File: src/rtl/hbm_port_gate.sv
// Address-phase gate for one HBM pseudo-channel: holds AR/AW until calibration settles, caps in-flight work, throttles when hot, drains and halts on thermal trip.
// Zero added latency (gating is combinational from registered state); upstream sees ready=0 whenever the gate is closed.
module hbm_port_gate #(
    parameter int          MAX_OUTSTANDING = 8,
    parameter int          INIT_DELAY      = 16,
    parameter logic [6:0]  TEMP_HI         = 7'd85,
    parameter logic [6:0]  TEMP_LO         = 7'd80,
    parameter int          THROTTLE_GAP    = 4,
    localparam int         CW              = $clog2(MAX_OUTSTANDING + 1)
) (
    input  logic          clk,
    input  logic          rst_n,
    input  logic          apb_complete_i,
    input  logic          cattrip_i,
    input  logic [6:0]    temp_i,
    input  logic          slv_ar_valid_i,
    output logic          slv_ar_ready_o,
    output logic          mst_ar_valid_o,
    input  logic          mst_ar_ready_i,
    input  logic          slv_aw_valid_i,
    output logic          slv_aw_ready_o,
    output logic          mst_aw_valid_o,
    input  logic          mst_aw_ready_i,
    input  logic          r_valid_i,
    input  logic          r_ready_i,
    input  logic          r_last_i,
    input  logic          b_valid_i,
    input  logic          b_ready_i,
    output logic          hbm_ready_o,
    output logic          throttle_o,
    output logic          halted_o,
    output logic          err_o,
    output logic [CW-1:0] rd_outstanding_o,
    output logic [CW-1:0] wr_outstanding_o
);

    localparam int DW = $clog2(INIT_DELAY + 1);
    localparam int GW = $clog2(THROTTLE_GAP + 1);
    localparam logic [CW-1:0] MAX_C = CW'(MAX_OUTSTANDING);

    typedef enum logic [2:0] {
        S_INIT,
        S_SETTLE,
        S_RUN,
        S_THROTTLE,
        S_DRAIN,
        S_HALT
    } state_t;

    state_t        r_state;
    logic [DW-1:0] r_delay;
    logic [GW-1:0] r_gap;
    logic [CW-1:0] r_rd_cnt;
    logic [CW-1:0] r_wr_cnt;
    logic          r_err;

    logic w_active;
    logic w_allow_ar;
    logic w_allow_aw;
    logic w_ar_hs;
    logic w_aw_hs;
    logic w_rd_done;
    logic w_wr_done;
    logic w_rd_uf;
    logic w_wr_uf;
    logic w_thr_exit;

    assign w_active   = (r_state == S_RUN) || (r_state == S_THROTTLE);
    assign w_allow_ar = w_active && (r_rd_cnt < MAX_C) && (r_gap == '0);
    assign w_allow_aw = w_active && (r_wr_cnt < MAX_C) && (r_gap == '0);

    assign mst_ar_valid_o = slv_ar_valid_i & w_allow_ar;
    assign slv_ar_ready_o = mst_ar_ready_i & w_allow_ar;
    assign mst_aw_valid_o = slv_aw_valid_i & w_allow_aw;
    assign slv_aw_ready_o = mst_aw_ready_i & w_allow_aw;

    assign w_ar_hs   = slv_ar_valid_i & mst_ar_ready_i & w_allow_ar;
    assign w_aw_hs   = slv_aw_valid_i & mst_aw_ready_i & w_allow_aw;
    assign w_rd_done = r_valid_i & r_ready_i & r_last_i;
    assign w_wr_done = b_valid_i & b_ready_i;

    // A completion with nothing in flight (and no same-cycle issue to cancel it) is an underflow.
    assign w_rd_uf = w_rd_done & ~w_ar_hs & (r_rd_cnt == '0);
    assign w_wr_uf = w_wr_done & ~w_aw_hs & (r_wr_cnt == '0);

    assign w_thr_exit = (r_state == S_THROTTLE) && !cattrip_i && (temp_i < TEMP_LO);

    assign hbm_ready_o      = w_active;
    assign throttle_o       = (r_state == S_THROTTLE);
    assign halted_o         = (r_state == S_HALT);
    assign err_o            = r_err;
    assign rd_outstanding_o = r_rd_cnt;
    assign wr_outstanding_o = r_wr_cnt;

    always_ff @(posedge clk or negedge rst_n) begin
        if (!rst_n) begin
            r_state <= S_INIT;
            r_delay <= '0;
        end else begin
            case (r_state)
                S_INIT: begin
                    if (cattrip_i) begin
                        r_state <= S_HALT;
                    end else if (apb_complete_i) begin
                        r_delay <= DW'(INIT_DELAY - 1);
                        r_state <= S_SETTLE;
                    end
                end
                S_SETTLE: begin
                    if (cattrip_i) begin
                        r_state <= S_HALT;
                    end else if (r_delay == '0) begin
                        r_state <= S_RUN;
                    end else begin
                        r_delay <= r_delay - DW'(1);
                    end
                end
                S_RUN: begin
                    if (cattrip_i) begin
                        r_state <= S_DRAIN;
                    end else if (temp_i >= TEMP_HI) begin
                        r_state <= S_THROTTLE;
                    end
                end
                S_THROTTLE: begin
                    if (cattrip_i) begin
                        r_state <= S_DRAIN;
                    end else if (temp_i < TEMP_LO) begin
                        r_state <= S_RUN;
                    end
                end
                S_DRAIN: begin
                    if ((r_rd_cnt == '0) && (r_wr_cnt == '0)) begin
                        r_state <= S_HALT;
                    end
                end
                S_HALT:  r_state <= S_HALT;
                default: r_state <= S_INIT;
            endcase
        end
    end

    // Leaving THROTTLE wins over a reload so RUN resumes back-to-back issue immediately.
    always_ff @(posedge clk or negedge rst_n) begin
        if (!rst_n) begin
            r_gap <= '0;
        end else if (w_thr_exit) begin
            r_gap <= '0;
        end else if ((r_state == S_THROTTLE) && (w_ar_hs || w_aw_hs)) begin
            r_gap <= GW'(THROTTLE_GAP);
        end else if (r_gap != '0) begin
            r_gap <= r_gap - GW'(1);
        end
    end

    always_ff @(posedge clk or negedge rst_n) begin
        if (!rst_n) begin
            r_rd_cnt <= '0;
            r_wr_cnt <= '0;
            r_err    <= 1'b0;
        end else begin
            if (w_ar_hs && !w_rd_done) begin
                r_rd_cnt <= r_rd_cnt + CW'(1);
            end else if (!w_ar_hs && w_rd_done && (r_rd_cnt != '0)) begin
                r_rd_cnt <= r_rd_cnt - CW'(1);
            end
            if (w_aw_hs && !w_wr_done) begin
                r_wr_cnt <= r_wr_cnt + CW'(1);
            end else if (!w_aw_hs && w_wr_done && (r_wr_cnt != '0)) begin
                r_wr_cnt <= r_wr_cnt - CW'(1);
            end
            if (w_rd_uf || w_wr_uf) begin
                r_err <= 1'b1;
            end
        end
    end

endmodule

File: config.mk
export PLATFORM = sky130hd
export DESIGN_NAME = hbm_port_gate
export DESIGN_NICKNAME = d
export VERILOG_FILES = /design/src/rtl/hbm_port_gate.sv
export SDC_FILE = /design/constraint.sdc
export NUM_CORES = 1
export LEC_CHECK = 0
export ABC_CLOCK_PERIOD_IN_PS = 3100
export CORE_MARGIN = 4
export CORE_UTILIZATION = 48
export DETAILED_ROUTE_END_ITERATION = 8
export PLACE_DENSITY = 0.79
export RECOVER_POWER = 50
export SYNTH_ARGS = -nofsm -noshare
export SYNTH_HDL_FRONTEND = slang
export SYNTH_SLANG_ARGS = --single-unit
export TNS_END_PERCENT = 20
File: constraint.sdc
create_clock -name clk -period 3.1 [get_ports clk]
set_input_delay 0.93 -clock clk [delete_from_list [all_inputs] [get_ports clk]]
set_output_delay 0.93 -clock clk [all_outputs]
set_load 0.01 [all_outputs]
==> results of run 1 <==
==> routing by layer <==
metal / vias up / part of all wire / global-route usage
li1: 555 / - / -
met1: 551 / 0.44 / 0.251
met2: 29 / 0.50 / 0.333
met3: 4 / 0.040 / 0.0362
met4: 0 / 0.014 / 0.0867
met5: - / 0 / 0
==> worst paths after layout <==
check                          startpoint                   to  cells past startpoint
setup / recovery           slv_aw_valid_i       mst_aw_valid_o                      3
hold / removal                 r_delay[0]           r_delay[0]                      1
setup reg to reg                 r_gap[0]  rd_outstanding_o[3]                     10
hold reg to reg                r_delay[0]           r_delay[0]                      1
min in group asynchronous           rst_n  rd_outstanding_o[3]                      2
max in group asynchronous           rst_n  wr_outstanding_o[1]                      2
==> cell usage in the layout, fill, tap and decap left out, types with 3 or more instances in the layout <==
| cell | netlist | routed |
|---|---|---|
| nor4_1 | 3 | 3 |
| and2_1 | 9 | 8 |
| a211oi_1 | 3 | 3 |
| clkdlybuf4s50_1 | 0 | 33 |
| nor2_1 | 13 | 14 |
| and3_1 | 4 | 4 |
| o21ai_0 | 6 | 6 |
| nand2_1 | 3 | 3 |
| inv_1 | 8 | 8 |
| nor3_1 | 5 | 5 |
| a21oi_1 | 7 | 7 |
| ha_1 | 8 | 7 |
| xnor2_1 | 5 | 5 |
| mux2i_1 | 3 | 3 |
| dfrtp_1 | 20 | 20 |
| clkbuf_4 | 0 | 3 |
| mux2_2 | 4 | 4 |
==> flip-flops by register name (all words and copies together) (netlist names) <==
signal	count
r_delay	5
rd_outstanding_o	4
wr_outstanding_o	4
r_state	3
r_gap	3
err_o	1
==> cells by family (layout without fill, tap and decap cells) <==
group | after synthesis | after routing | share of synthesized area
adder cells (fa/ha/maj) | 10 | 10 | 0.105
multiplexers | 7 | 7 | 0.0560
AND/OR/NAND/NOR | 55 | 55 | 0.261
XOR/XNOR | 7 | 7 | 0.0458
buffers and inverters | 9 | 48 | 0.0261
AO/OA/AOI/OAI | 26 | 26 | 0.134
flip-flops | 20 | 20 | 0.373
==> final cells by class <==
type / instances / area, µm²
flip-flops and latches: 20 / 500
repair buffers: 36 / 354
fillers: 200 / 820
inverters: 8 / 30.0
clock buffers: 4 / 36.3
well taps: 30 / 37.5
multi-input cells: 105 / 790
==> power by group <==
part	total (mW)	switching (mW)	internal [mW]
registers	0.539	0.159	0.380
logic	0.633	0.265	0.367
clock network	0.160	0.0883	0.0718
total	1.33	0.513	0.819
==> cells in the mapped netlist, types with 3 or more instances <==
cell type / instances / area share
a211oi_1: 3 / 0.017
a21oi_1: 7 / 0.026
and2_1: 9 / 0.042
and3_1: 4 / 0.019
dfrtp_1: 20 / 0.37
ha_1: 8 / 0.075
inv_1: 8 / 0.022
mux2_2: 4 / 0.034
mux2i_1: 3 / 0.022
nand2_1: 3 / 0.0084
nor2_1: 13 / 0.036
nor3_1: 5 / 0.019
nor4_1: 3 / 0.014
o21ai_0: 6 / 0.022
xnor2_1: 5 / 0.033
==> per-stage QoR <==
step,instances,power [mW]
after floorplan,134,0.920
after global placement,199,1.15
after detailed placement,199,1.19
after CTS,203,1.35
after global routing,203,1.45
final,203,1.33
==> impl_metrics.py, run 1 <==
metrics = {
    "status": {
        "status": "completed",
    },
    "placement": {
        "gp_congestion": 0.791,
        "port_buffers": 35,
        "dpl_cell_area_um2": 1730,
        "preCtsSetupSlack_ps": 69.3,
        "hpwlAfterDp_um": 2480,
    },
    "floorplanning": {
        "initial_core_util": 0.522,
        "dieWidth_um": 60.8,
        "core_area_um2": 2570,
        "die_area_um2": 3700,
        "die_h_um": 60.8,
        "ios": 36,
        "rows": 18,
    },
    "route": {
        "drc": 0,
        "wirelength_um": 3190,
        "postRouteAntennaNets": 0,
        "wl_per_cell_um": 15.7,
        "vias_per_cell": 5.61,
        "vias": 1139,
        "drtPass1Iterations": 4,
        "drt_iter0_drc": 44,
    },
    "timing": {
        "rsz0062_at_grt": "no",
        "setup_violations": 0,
        "maxSlewViolCount": 0,
        "period_minus_slack_ps": 2980,
        "clock.fmax_mhz": 335,
        "setup_slack_ps": 117,
        "hold_slack_ps": 510,
        "period_share": 0.962,
        "hold_viol": 0,
        "worst_pin_slew_ps": 1160,
        "slew_headroom": 0.227,
        "fin_setup_tns_ps": 0,
        "skew_ps": 10.1,
    },
    "worst_setup_path": {
        "cp_cell_sequence": "clkdlybuf4s50_1, and2_1, clkdlybuf4s50_1",
        "arrival_ps": 2050,
        "path_max_fanout": 2,
        "start_kind": "input pin",
        "critical_path_class": "in -> out",
        "worstSetupEndpointType": "output pin",
        "cp_data_required_time_ps": 2170,
        "slowest_delay_ps": 530,
        "path_delay_family": "buffers and inverters",
        "path_common_cell": "clkdlybuf4s50_1",
        "critPathSlowestCell": "clkdlybuf4s50_1",
        "rrSetupSlack_ps": 680,
        "path_buf_inv": 2,
    },
    "power_and_ir_drop": {
        "ir_drop_mv": 0.511,
        "p_leak_nw": 0.752,
        "p_per_area_nw_per_um2": 762,
    },
    "logic_synthesis": {
        "yosys_most_used_dff": "dfrtp_1",
        "syn_inst": 134,
        "yosys_warnings": 0,
        "synth_edf_count": 0,
        "synth-seq-cells": 20,
        "synthArstFlopShare": 1.00,
        "ys_seq_area_frac": 0.373,
        "syn_nets": 164,
        "synth.avg_cell_area_um2": 10.0,
        "synth_area_um2": 1340,
        "synth_cell_types": 42,
    },
    "cells_and_area": {
        "syn_to_final_growth_pct": 30.4,
        "fin_area_um2": 1750,
        "layout-drive-gt1-share": 0.0925,
        "diodes": 0,
        "final_util": 0.681,
        "nets": 204,
    },
    "cts": {
        "cts.clk_slew.worst_paths_ps": 110,
        "cts_setup_buffers": 0,
        "cts_buffers": 3,
        "h-tree-depth": 1,
        "cts_resized": 0,
        "cts_root_buf": "clkbuf_4",
        "clock_path_buffers": 2,
        "cts_sinks": 20,
        "cts_hold_buf": 0,
        "clk_latency_ps": 310,
        "cts_tree": "done",
    },
    "worst_hold_path": {
        "hold_path.class": "reg -> reg",
    },
    "global_route": {
        "antenna_found_initial": 0,
        "grt_first_pass_wirelength_um": 5480,
        "grt_pass1_vias": 1243,
        "grt_max_degree": 21,
        "track_usage": 0.199,
        "grt_overflow": 0,
    },
    "job": {
        "drv_cap": 0,
    },
}
No activity file was read; power rests on OpenSTA's default activity.
==> inputs of run 2 (changes only) <==
Settings changed: ABC_CLOCK_PERIOD_IN_PS 3100 to 2990, CTS_BUF_LIST set to sky130_fd_sc_hd__clkbuf_16.
Clock period 3.1 ns to 2.99 ns, I/O delays scaled along.
==> run 2 against run 1 <==
Effect of this change:
- combinational power increased by 4.4%
- worst hold slack barely moved
- register-to-register slack worse by 110 ps
- die area unchanged
- worst setup slack got worse by 49 ps
- clock skew decreased by 8.7 ps
- critical path depth stayed put
- clock power grew 130%
- power is 20% higher
- sequential cell count is the same
- sequential power grew 6.3%
- utilization increased by 3.4 points
- largest power group unchanged
==> impl_metrics.py, run 2 (same netlist as run 1, synthesis figures left out) <==
metrics = {
    "worst_setup_path": {
        "critical_path_class": "in -> out",
        "worstSetupEndpointType": "output pin",
        "slowest_delay_ps": 540,
        "cp_data_required_time_ps": 2090,
        "critPathSlowestCell": "clkdlybuf4s50_1",
        "arrival_ps": 2030,
        "cp_cell_sequence": "clkdlybuf4s50_1, and2_1, clkdlybuf4s50_1",
        "path_max_fanout": 2,
        "start_kind": "input pin",
        "path_common_cell": "clkdlybuf4s50_1",
    },
    "timing": {
        "hold_viol": 0,
        "rsz0062_at_grt": "no",
        "period_minus_slack_ps": 2920,
        "hold_slack_ps": 510,
        "fin_setup_tns_ps": 0,
        "period_share": 0.977,
        "clock.fmax_mhz": 342,
        "setup_violations": 0,
        "slew_headroom": 0.250,
        "worst_pin_slew_ps": 1130,
        "maxSlewViolCount": 0,
        "skew_ps": 1.39,
    },
    "job": {
        "drv_cap": 0,
    },
    "placement": {
        "dpl_cell_area_um2": 1730,
        "port_buffers": 35,
        "gp_congestion": 0.805,
        "hpwlAfterDp_um": 2500,
    },
    "power_and_ir_drop": {
        "p_clk_frac": 0.230,
        "pwr-share-comb": 0.412,
        "p_per_area_nw_per_um2": 874,
        "seqPwrFrac": 0.357,
        "p_sw_mw": 0.560,
        "ir_drop_mv": 0.642,
        "internal-power_mw": 1.04,
        "p_leak_nw": 0.782,
        "swShare": 0.349,
    },
    "worst_hold_path": {
        "hold_path.class": "reg -> reg",
    },
    "route": {
        "wl_per_cell_um": 15.6,
        "drtPass1Iterations": 4,
        "vias_per_cell": 5.65,
        "vias": 1147,
        "postRouteAntennaNets": 0,
        "drc": 0,
        "wirelength_um": 3170,
        "drt_iter0_drc": 47,
    },
    "global_route": {
        "grt_overflow": 0,
        "grt_max_degree": 21,
        "antenna_found_initial": 0,
        "grt_pass1_vias": 1277,
        "grt_first_pass_wirelength_um": 5440,
        "track_usage": 0.195,
    },
    "cells_and_area": {
        "fin_area_um2": 1830,
        "layout_commonest_cell": "clkdlybuf4s50_1",
        "nets": 204,
        "fillers": 193,
        "syn_to_final_growth_pct": 36.9,
        "layout-drive-gt1-share": 0.104,
        "final_util": 0.714,
        "regMostFlops": "r_delay",
        "diodes": 0,
        "final_cell_mix": "clkdlybuf4s50_1 (32), dfrtp_1 (20), nor2_1 (13)",
        "largest_reg_flops": 5,
    },
    "cts": {
        "cts_root_buf": "clkbuf_16",
        "clock_path_buffers": 2,
        "clk_latency_ps": 250,
        "h-tree-depth": 1,
        "cts_sinks": 20,
        "cts_setup_buffers": 0,
        "cts.clk_slew.worst_paths_ps": 60,
        "cts_tree": "done",
        "cts_buffers": 3,
    },
    "floorplanning": {
        "core_area_um2": 2570,
        "dieWidth_um": 60.8,
        "rows": 18,
        "die_h_um": 60.8,
        "ios": 36,
        "initial_core_util": 0.522,
        "die_area_um2": 3700,
    },
    "status": {
        "status": "completed",
    },
}
-- run 2: changes by cell type in the layout (fill, tap and decap cells not counted), sizes merged --
cell           delta
clkbuf            -1
bufinv            +1
clkdlybuf4s50     -1
dlygate4sd3       +1
-- run 2: worst paths after layout --
kind | to | from | slack [ps] | depth (start not counted)
min | err_o | err_o | 510 | 1
max in group asynchronous | r_state[0] | rst_n | 940 | 2
max reg2reg | rd_outstanding_o[3] | r_gap[0] | 570 | 10
max | slv_ar_ready_o | mst_ar_ready_i | 70 | 3
min in group asynchronous | rd_outstanding_o[0] | rst_n | 1380 | 2
min reg2reg | err_o | err_o | 510 | 1
-- run 2: what timing repair did --
| item | in CTS | in global routing |
|---|---|---|
| hold buffers | 0 | 0 |
| gates resized for setup | 0 | 1 |
| endpoints found under the setup margin | 0 | 2 |
-- run 2: metrics by stage --
step	cells	worst slack, ps	total power [mW]
global route	203	17.1	1.71
floorplan	134	631	0.954
finish	203	67.9	1.60
global placement	199	24.4	1.19
detailed placement	199	-51.2	1.24
CTS	203	63.6	1.62
-- run 2: layer usage --
| metal | vias up | GRT usage | share of wire |
|---|---|---|---|
| li1 | 558 | - | - |
| met1 | 548 | 0.227 | 0.43 |
| met2 | 37 | 0.336 | 0.51 |
| met3 | 4 | 0.0596 | 0.055 |
| met4 | 0 | 0.0743 | 0.0092 |
| met5 | - | 0 | 0 |
-- run 2: worst max-delay path, delay by kind of cell --
| kind | cells | cell delay, ps |
|---|---|---|
| buf+inv | 2 | 1010 |
| simple gates | 1 | 120 |
-- run 2: power groups by stage --
stage | Combinational [mW] | Sequential [mW] | Clock, mW
2_1_floorplan | 0.404 | 0.550 | 0
3_3_place_gp | 0.632 | 0.561 | 0
3_5_place_dp | 0.668 | 0.571 | 0
4_1_cts | 0.672 | 0.572 | 0.375
5_1_grt | 0.733 | 0.594 | 0.386
6_report | 0.661 | 0.573 | 0.369
-- run 2: layout make-up --
class	instances	area, µm²	share of cell area
clock inverters	1	30.0	0.0164
repair buffers	36	354	0.193
well taps	30	37.5	0.0205
flip-flops and latches	20	500	0.273
clock buffers	3	75.1	0.0409
multi-input cells	105	807	0.440
inverters	8	30.0	0.0164
